<file path="src/rtl/alu_flags_pkg.sv">
`default_nettype none
// ============================================================================
// Module      : alu_flags_pkg
// Description : Shared types for the ALU flag stream and branch resolution:
//               condition codes, the {v, n, c, z} flag word and the branch
//               resolver state encoding.
// Revision    : 1.0 - initial release
// ============================================================================
package alu_flags_pkg;

    typedef enum logic [2:0] {
        COND_ALWAYS = 3'b000,
        COND_Z      = 3'b001,
        COND_NZ     = 3'b010,
        COND_C      = 3'b011,
        COND_NC     = 3'b100,
        COND_N      = 3'b101,
        COND_V      = 3'b110,
        COND_NEVER  = 3'b111
    } cond_e;

    typedef struct packed {
        logic v;
        logic n;
        logic c;
        logic z;
    } flags_t;

    typedef enum logic [1:0] {
        IDLE = 2'd0,
        WAIT = 2'd1,
        RESP = 2'd2
    } brs_state_e;

endpackage : alu_flags_pkg
`default_nettype wire

</file>
<file path="src/rtl/alu_branch_resolver_cond_eval.sv">
`default_nettype none
// ============================================================================
// Module      : cond_eval
// Description : Combinational branch-condition evaluator.
//   cond  in  cond_e   condition code
//   flags in  flags_t  {v, n, c, z}
//   taken out 1        1 = condition holds
// Revision    : 1.0 - initial release
// ============================================================================
module cond_eval
    import alu_flags_pkg::*;
(
    input  cond_e  cond,
    input  flags_t flags,
    output logic   taken
);

    always_comb begin
        taken = 1'b0;
        case (cond)
            COND_ALWAYS: taken = 1'b1;
            COND_Z:      taken = flags.z;
            COND_NZ:     taken = ~flags.z;
            COND_C:      taken = flags.c;
            COND_NC:     taken = ~flags.c;
            COND_N:      taken = flags.n;
            COND_V:      taken = flags.v;
            COND_NEVER:  taken = 1'b0;
            default:     taken = 1'b0;
        endcase
    end

endmodule : cond_eval
`default_nettype wire

</file>
<file path="src/rtl/alu_branch_resolver.sv">
`default_nettype none
// ============================================================================
// Module      : alu_branch_resolver
// Description : Resolves conditional branches against the ALU flag stream.
//               Counts in-flight flag-writing ops and holds an accepted
//               branch until every older op has written its flags back.
//   clk, rst          clock, asynchronous active-high reset
//   alu_issue         flag-writing ALU op issued this cycle
//   flag_wr_valid     flag write-back from oldest in-flight op
//   flag_wr[3:0]      {v, n, c, z} written on flag_wr_valid
//   br_valid/ready    branch request handshake, br_cond[2:0] condition
//   res_valid/ready   result handshake, res_taken = branch taken
//   flags_q[3:0]      architectural flag register
//   pending_q         in-flight flag-writing ops
//   err_sticky[1:0]   {overflow, underflow}, sticky until reset
// Revision    : 1.0 - initial release
// ============================================================================
module alu_branch_resolver
    import alu_flags_pkg::*;
#(
    parameter int MAX_PENDING = 4
) (
    input  logic                               clk,
    input  logic                               rst,
    input  logic                               alu_issue,
    input  logic                               flag_wr_valid,
    input  logic [3:0]                         flag_wr,
    input  logic                               br_valid,
    input  logic [2:0]                         br_cond,
    output logic                               br_ready,
    output logic                               res_valid,
    output logic                               res_taken,
    input  logic                               res_ready,
    output logic [3:0]                         flags_q,
    output logic [$clog2(MAX_PENDING+1)-1:0]   pending_q,
    output logic [1:0]                         err_sticky
);

    localparam int                c_pw  = $clog2(MAX_PENDING + 1);
    localparam logic [c_pw-1:0]   c_max = c_pw'(MAX_PENDING);
    localparam logic [c_pw-1:0]   c_one = c_pw'(1);

    brs_state_e       r_state,     w_state_next;
    logic [c_pw-1:0]  r_pending,   w_pending_next;
    logic [c_pw-1:0]  r_wait_cnt,  w_wait_cnt_next;
    cond_e            r_cond,      w_cond_next;
    logic             r_res_taken, w_res_taken_next;
    logic [1:0]       r_err,       w_err_next;
    flags_t           r_flags;
    logic             w_taken;

    cond_eval u_cond_eval (
        .cond  (r_cond),
        .flags (r_flags),
        .taken (w_taken)
    );

    // Pending-op counter; a simultaneous issue and write-back cancel out.
    always_comb begin
        w_pending_next = r_pending;
        w_err_next     = r_err;
        case ({alu_issue, flag_wr_valid})
            2'b10: begin
                if (r_pending == c_max) w_err_next[1] = 1'b1;
                else                    w_pending_next = r_pending + c_one;
            end
            2'b01: begin
                if (r_pending == '0) w_err_next[0] = 1'b1;
                else                 w_pending_next = r_pending - c_one;
            end
            default: ;
        endcase
    end

    // Branch FSM next-state and outputs.
    always_comb begin
        w_state_next     = r_state;
        w_wait_cnt_next  = r_wait_cnt;
        w_cond_next      = r_cond;
        w_res_taken_next = r_res_taken;
        br_ready         = 1'b0;
        res_valid        = 1'b0;
        case (r_state)
            IDLE: begin
                br_ready = 1'b1;
                if (br_valid) begin
                    w_cond_next  = cond_e'(br_cond);
                    // A write-back in the accept cycle belongs to an older op,
                    // so it already counts toward what the branch waits for.
                    // A coincident issue is younger and is not counted.
                    if (flag_wr_valid && (r_pending != '0))
                        w_wait_cnt_next = r_pending - c_one;
                    else
                        w_wait_cnt_next = r_pending;
                    w_state_next = WAIT;
                end
            end
            WAIT: begin
                if (r_wait_cnt == '0) begin
                    // r_flags is the pre-edge value, so a write landing this
                    // cycle comes from a younger op and is not seen here.
                    w_res_taken_next = w_taken;
                    w_state_next     = RESP;
                end else if (flag_wr_valid) begin
                    w_wait_cnt_next = r_wait_cnt - c_one;
                end
            end
            RESP: begin
                res_valid = 1'b1;
                if (res_ready) w_state_next = IDLE;
            end
            default: w_state_next = IDLE;
        endcase
    end

    always_ff @(posedge clk or posedge rst) begin
        if (rst) begin
            r_state     <= IDLE;
            r_pending   <= '0;
            r_wait_cnt  <= '0;
            r_cond      <= COND_ALWAYS;
            r_res_taken <= 1'b0;
            r_err       <= 2'b00;
            r_flags     <= '0;
        end else begin
            r_state     <= w_state_next;
            r_pending   <= w_pending_next;
            r_wait_cnt  <= w_wait_cnt_next;
            r_cond      <= w_cond_next;
            r_res_taken <= w_res_taken_next;
            r_err       <= w_err_next;
            if (flag_wr_valid) r_flags <= flags_t'(flag_wr);
        end
    end

    assign res_taken  = r_res_taken;
    assign flags_q    = r_flags;
    assign pending_q  = r_pending;
    assign err_sticky = r_err;

endmodule : alu_branch_resolver
`default_nettype wire

</file>
<file path="config.mk">
export PLATFORM = sky130hd
export DESIGN_NAME = alu_branch_resolver
export DESIGN_NICKNAME = d
export VERILOG_FILES = /design/src/rtl/alu_flags_pkg.sv /design/src/rtl/alu_branch_resolver_cond_eval.sv /design/src/rtl/alu_branch_resolver.sv
export SDC_FILE = /design/constraint.sdc
export NUM_CORES = 1
export LEC_CHECK = 0
export CORE_AREA = 2 2 68 51
export DETAILED_ROUTE_END_ITERATION = 10
export DIE_AREA = 0 0 70 53
export SYNTH_ARGS = -nofsm -noshare
export SYNTH_HDL_FRONTEND = slang
export SYNTH_SLANG_ARGS = --single-unit
</file>
<file path="constraint.sdc">
create_clock -name clk -period 1.44 [get_ports clk]
set_input_delay 0.288 -clock clk [delete_from_list [all_inputs] [get_ports clk]]
set_output_delay 0.288 -clock clk [all_outputs]
set_load 0.01 [all_outputs]
</file>
# Word level (Yosys, flattened, before mapping)
# Index checks and enable logic that the tools add are counted.
[op_classes] n_mux=15 shift=0 addsub=3 multipliers=0 n_div=0 reduce_logical=15 magnitude_cmp=0 n_bitwise=2 eq_ne=19
[op_table] op="$mux W3" n=6
[op_table] op="$eq A3 B3 Y1 const B" n=5
[op_table] op="$ne A2 B2 Y1 const B" n=7
[op_table] op="$pmux W3 S2" n=2
[op_table] op="$logic_not A3 Y1" n=3
[op_table] op="$pmux W1 S8" n=1
[op_table] op="$reduce_and A2 Y1" n=4
[op_table] op="$eq A3 B2 Y1 const B" n=2
[op_table] op="$mux W2" n=3
[op_table] op="$pmux W2 S3" n=1
[op_table] op="$reduce_and A3 Y1" n=2
[op_table] op="$sub A3 B1 Y3 const B" n=2
[op_table] op="$eq A2 B1 Y1 const B" n=2
[op_table] op="$eq A2 B2 Y1 const B" n=2
[op_table] op="$reduce_and A4 Y1" n=1
[op_table] op="$reduce_bool A2 Y1" n=2
[op_table] op="$add A3 B1 Y3 const B" n=1
[op_table] op="$eq A3 B1 Y1 const B" n=1
[op_table] op="$reduce_bool A3 Y1" n=1
[op_table] op="$logic_not A2 Y1" n=1
[op_table] op="$mux W1" n=2
[op_table] op="$not A1 Y1" n=2
[op_table] op="$logic_and A1 B1 Y1" n=1
[totals] rom_bits=0 output_inout_bits=12 ramBits=0 memories=0 in_bits=13 register_bits=18 latchBits=0

# Depth between registers and ports, before layout
[logic_depth] depth_word=5 mapped_depth=6 depth_no_buf=6

# Hierarchy
# A second synthesis with hierarchy kept.
[hier_totals] hier_cells=105 area_unflattened_um2=1049.8
[modules_own_cells] mod="alu_branch_resolver" area_each_um2=998.5 n_inst=1 cells_each=98
[modules_own_cells] mod="cond_eval" area_each_um2=51.3 n_inst=1 cells_each=7

# Worst setup path after synthesis
# Ideal clock, no wire load.
[synth_path] path_kind="register -> register" from="register r_pending[0] (netlist: pending_q[0])" to="register r_wait_cnt[0]" arrival_time_ns=1.518 path_stages_with_launch=7 period_less_slack_ns=1.583 setup_slack_ns=-0.143 required_time_ns=1.375 n_path_buf=0 path_cell_list="dfrtp_1 > inv_1 > ha_1 > and2b_1 > o21ai_1 > a2111oi_0 > a211o_1"
[synth_between] elab_chain_len=5 elab_cells_between_ends=6 cone_classes="1 x add/sub; 3 x mux; 2 x reduce/logical"
[synth_rtl] element="from (decl)" line_no="alu_branch_resolver.sv:44" source="logic [c_pw-1:0] r_pending, w_pending_next;"
[synth_rtl] element="from (signal assigned)" line_no="alu_branch_resolver.sv:127" source="r_pending <= w_pending_next;"
[synth_rtl] element="parallel branches: the longest is 2 deep, another holds $sub A3 B1 Y3"
[synth_rtl] element="$mux W3 (*)" line_no="alu_branch_resolver.sv:91" source="if (flag_wr_valid && (r_pending != '0))"
[synth_rtl] element="$mux W3 (*)" line_no="alu_branch_resolver.sv:86" source="if (br_valid) begin"
[synth_rtl] element="$pmux W3 S2 (*)" line_no="alu_branch_resolver.sv:83" source="case (r_state)"
[synth_rtl] element="to (signal assigned)" line_no="alu_branch_resolver.sv:128" source="r_wait_cnt <= w_wait_cnt_next;"
[synth_rtl] element="to (decl)" line_no="alu_branch_resolver.sv:45" source="logic [c_pw-1:0] r_wait_cnt, w_wait_cnt_next;"
# Mark *: on every way between the ends. The select of a mux whose other input is x is not followed.
# A chain may end at the register's enable or synchronous reset.

# Final worst setup path
[layout_path] from="register r_state[0]" to="register r_wait_cnt[0]"
[layout_between] elab_chain_len=3 elab_cells_between_ends=8 cone_classes="4 x eq/ne; 1 x mux; 3 x reduce/logical"
[layout_rtl] element="from (decl)" line_no="alu_branch_resolver.sv:43" source="brs_state_e r_state, w_state_next;"
[layout_rtl] element="from (signal assigned)" line_no="alu_branch_resolver.sv:126" source="r_state <= w_state_next;"
[layout_rtl] element="$eq A2 B1 Y1 or $logic_not A2 Y1 (tied branches)" line_no="alu_branch_resolver.sv:83"
[layout_rtl] element="$ne A2 B2 Y1 (no source line) or $reduce_bool A2 Y1 (tied branches)"
[layout_rtl] element="$reduce_and A4 Y1 (no source line)"
# Several ways; a longest one is shown, not always the timed one.

==> results.py <==
metrics = {
    "run_status": {
        "outcome": "completed",
    },
    "cts": {
        "clk_pin_slew_ps": 70,
        "cts_sinks": 18,
        "cts_max_level": 1,
        "cts_tree": "done",
        "cts_hold_buf": 0,
        "cts_buffers": 3,
        "insertion_delay_ps": 250,
        "cts_max_path_buffers": 2,
        "clockRootBuffer": "clkbuf_8",
    },
    "logic_synthesis": {
        "synthMuxAreaShare_pct": 9.59,
        "seq_area_frac_synth_pct": 43.7,
        "synth_xor_xnor_area_share_pct": 1.70,
        "synth_top_family_by_area": "compound AO/OA/AOI/OAI gates",
        "yosys.area_share.simple_pct": 15.5,
        "ys_types": 39,
        "ys.flop_type": "dfrtp_1",
        "synth_edf_count": 0,
        "ys_ff_latch": 18,
        "synth_fa_ha_area_share_pct": 6.07,
        "yosys_warnings": 0,
        "synthesis.area_per_instance_um2": 10.6,
        "mappedNetlistArea_um2": 1030,
        "syn_nets": 115,
        "netlist_instances": 97,
        "synthArstFlopShare_pct": 100,
        "synth_compound_area_share_pct": 19.1,
    },
    "drt": {
        "detail_route.first_pass.iterations": 4,
        "ant_nets": 0,
        "viasPerCell": 4.76,
        "drtIter0Drc": 21,
        "wl_per_cell_um": 13.6,
        "vias": 875,
        "routed_wl_um": 2500,
        "drc": 0,
    },
    "cells_and_area": {
        "antennaDiodeCount": 0,
        "num-nets-final": 165,
        "drive_gt1_share_pct": 36.3,
        "area_delta_synth_final_pct": 53.2,
        "fill_cells": 293,
        "finish.utilization_pct": 52.3,
        "finalInstanceArea_um2": 1580,
    },
    "worst_setup_path": {
        "critPathMaxFanout": 6,
        "cp_num_buf_inv": 1,
        "endpoint_kind": "flip-flop",
        "critical_path.top_delay_family": "flip-flops",
        "cp_cell_sequence": "buf_4 > nor2b_4 > a31oi_4 > or2_4 > a211o_1",
        "crit_type": "flip-flop to flip-flop",
        "r2r_setup_slack_ps": 2,
        "max_stage_delay_ps": 420,
        "cp.required_ps": 1580,
        "cp_slowest_cell": "dfrtp_1",
        "startpoint_type": "flip-flop",
        "arrival_ps": 1580,
    },
    "placed_design": {
        "io_buffers": 24,
        "routabilityCongestion": 0.863,
        "place_area_um2": 1470,
        "dp_hpwl_um": 1910,
    },
    "global_routing": {
        "grt_overflow_total": 0,
        "busiest_layer": "met2",
        "met2_usage_pct": 25.4,
        "antenna_found_initial": 0,
        "grt_pass1_wl_um": 4350,
        "grt_max_degree": 19,
        "grtUsageTotal_pct": 15.2,
        "grtUsageMet3_pct": 4.76,
        "grt_pass1_vias": 906,
        "use_met1_pct": 20.1,
    },
    "power_and_ir_drop": {
        "totalPowerFinal_w": 0.00313,
        "ir_worst_vdd_mv": 0.820,
        "p_leak_nw": 0.722,
        "p_per_area_nw_per_um2": 1980,
    },
    "floorplanning": {
        "ios": 25,
        "fp.dieW_um": 70,
        "die_y_um": 53,
        "initial_core_util_pct": 34.1,
        "core_area_um2": 3020,
        "dieArea_um2": 3710,
        "core.rowCount": 17,
    },
    "timing": {
        "maxClockFrequency_mhz": 696,
        "min_period_ps": 1440,
        "fin_skew_ps": 1.87,
        "period_share_pct": 99.8,
        "drv_slew": 0,
        "relSlewSlack_pct": 82.7,
        "final-setup-viol-count": 0,
        "hold_violations": 0,
        "worst_slew_pin_slew_ps": 257,
        "rsz0062_at_grt": "true",
    },
    "worst_hold_path": {
        "min_path_type": "input port to asynchronous set/reset pin",
    },
    "run": {
        "cap_violations": 0,
    },
}
repair_timing:
action / CTS / global route
buffers inserted: 3 / 0
setup endpoints to repair: 12 / 8
gates resized for setup: 18 / 9
pin swaps: 5 / 1
synth_stat cells (2+ instances only):
master | n | area, µm²
dfrtp_1 | 18 | 450
mux2i_1 | 2 | 20.0
xnor2_1 | 2 | 17.5
nand2_1 | 8 | 30.0
o31ai_1 | 2 | 15.0
buf_4 | 2 | 15.0
o21ai_0 | 3 | 15.0
a21oi_1 | 4 | 20.0
inv_1 | 8 | 30.0
nor2_1 | 5 | 18.8
mux2_2 | 7 | 78.8
and2_1 | 2 | 12.5
a311oi_1 | 2 | 17.5
ha_1 | 5 | 62.6
nor2b_1 | 2 | 12.5
nand3_1 | 2 | 10.0
flip-flops by register name (all words and copies together) (netlist names):
register	count
r_cond	3
pending_q	3
r_wait_cnt	3
flags_q	4
err_sticky	2
r_state	2
res_taken	1
path summary, 6_finish.rpt:
kind                               start       endpoint  cells after the start
setup reg to reg              r_state[0]  r_wait_cnt[0]                      5
hold / removal                       rst  err_sticky[1]                      3
setup / recovery              r_state[0]  r_wait_cnt[0]                      5
max in group asynchronous            rst   pending_q[2]                      3
hold reg to reg            err_sticky[0]  err_sticky[0]                      1
min in group clk           err_sticky[0]  err_sticky[0]                      1
final cells by class:
type | count | area (µm²) | share of cell area (%)
repair buffers | 47 | 407 | 25.8
flip-flops and latches | 18 | 452 | 28.6
clock buffers | 4 | 55.1 | 3.49
well taps | 38 | 47.5 | 3.01
multi-input cells | 69 | 588 | 37.2
inverters | 8 | 30.0 | 1.90
cell families after synthesis:
family / Yosys count
fa+ha+maj: 5
flops: 18
xor+xnor: 2
mux: 9
compound gates: 25
simple gates: 28
buf+inv: 10
routing by layer:
layer	vias to the layer above	part of all wire [%]
met1	410	48
met4	0	0.40
met3	2	4.6
met2	17	47
li1	446	-
met5	-	0
layout by cell type, fill, tap and decap left out, types with 3 or more instances in the layout:
| cell | n |
|---|---|
| a21oi_1 | 4 |
| buf_4 | 23 |
| clkbuf_8 | 4 |
| clkdlybuf4s50_1 | 11 |
| dfrtp_1 | 17 |
| dlygate4sd2_1 | 9 |
| ha_1 | 3 |
| inv_1 | 5 |
| inv_2 | 3 |
| mux2_2 | 7 |
| nand2_1 | 7 |
| nor2_1 | 5 |
power by group:
part	total, W	switching, W	internal (W)
logic	0.00184	0.000835	0.00101
registers	0.000870	0.000157	0.000713
clock network	0.000414	0.000171	0.000243
total	0.00313	0.00116	0.00197
through the flow:
step | worst slack, ps | std cells | TNS (ps) | hold WS [ps]
global placement | -208 | 177 | -1720 | 443
global route | -66.4 | 184 | -138 | 412
finish | 2.40 | 184 | 0 | 341
CTS | -3.14 | 184 | -3.14 | 351
floorplan | -35.4 | 97 | -35.4 | 227
detailed placement | -269 | 177 | -2040 | 446
worst reg2reg max path, delay by kind of cell, from the launching register on:
| kind | cells | cell delay (ps) |
|---|---|---|
| flops | 1 | 420 |
| simple gates | 2 | 400 |
| compound gates | 2 | 330 |
| buf+inv | 1 | 180 |
Power figures use the tool's default switching activity.
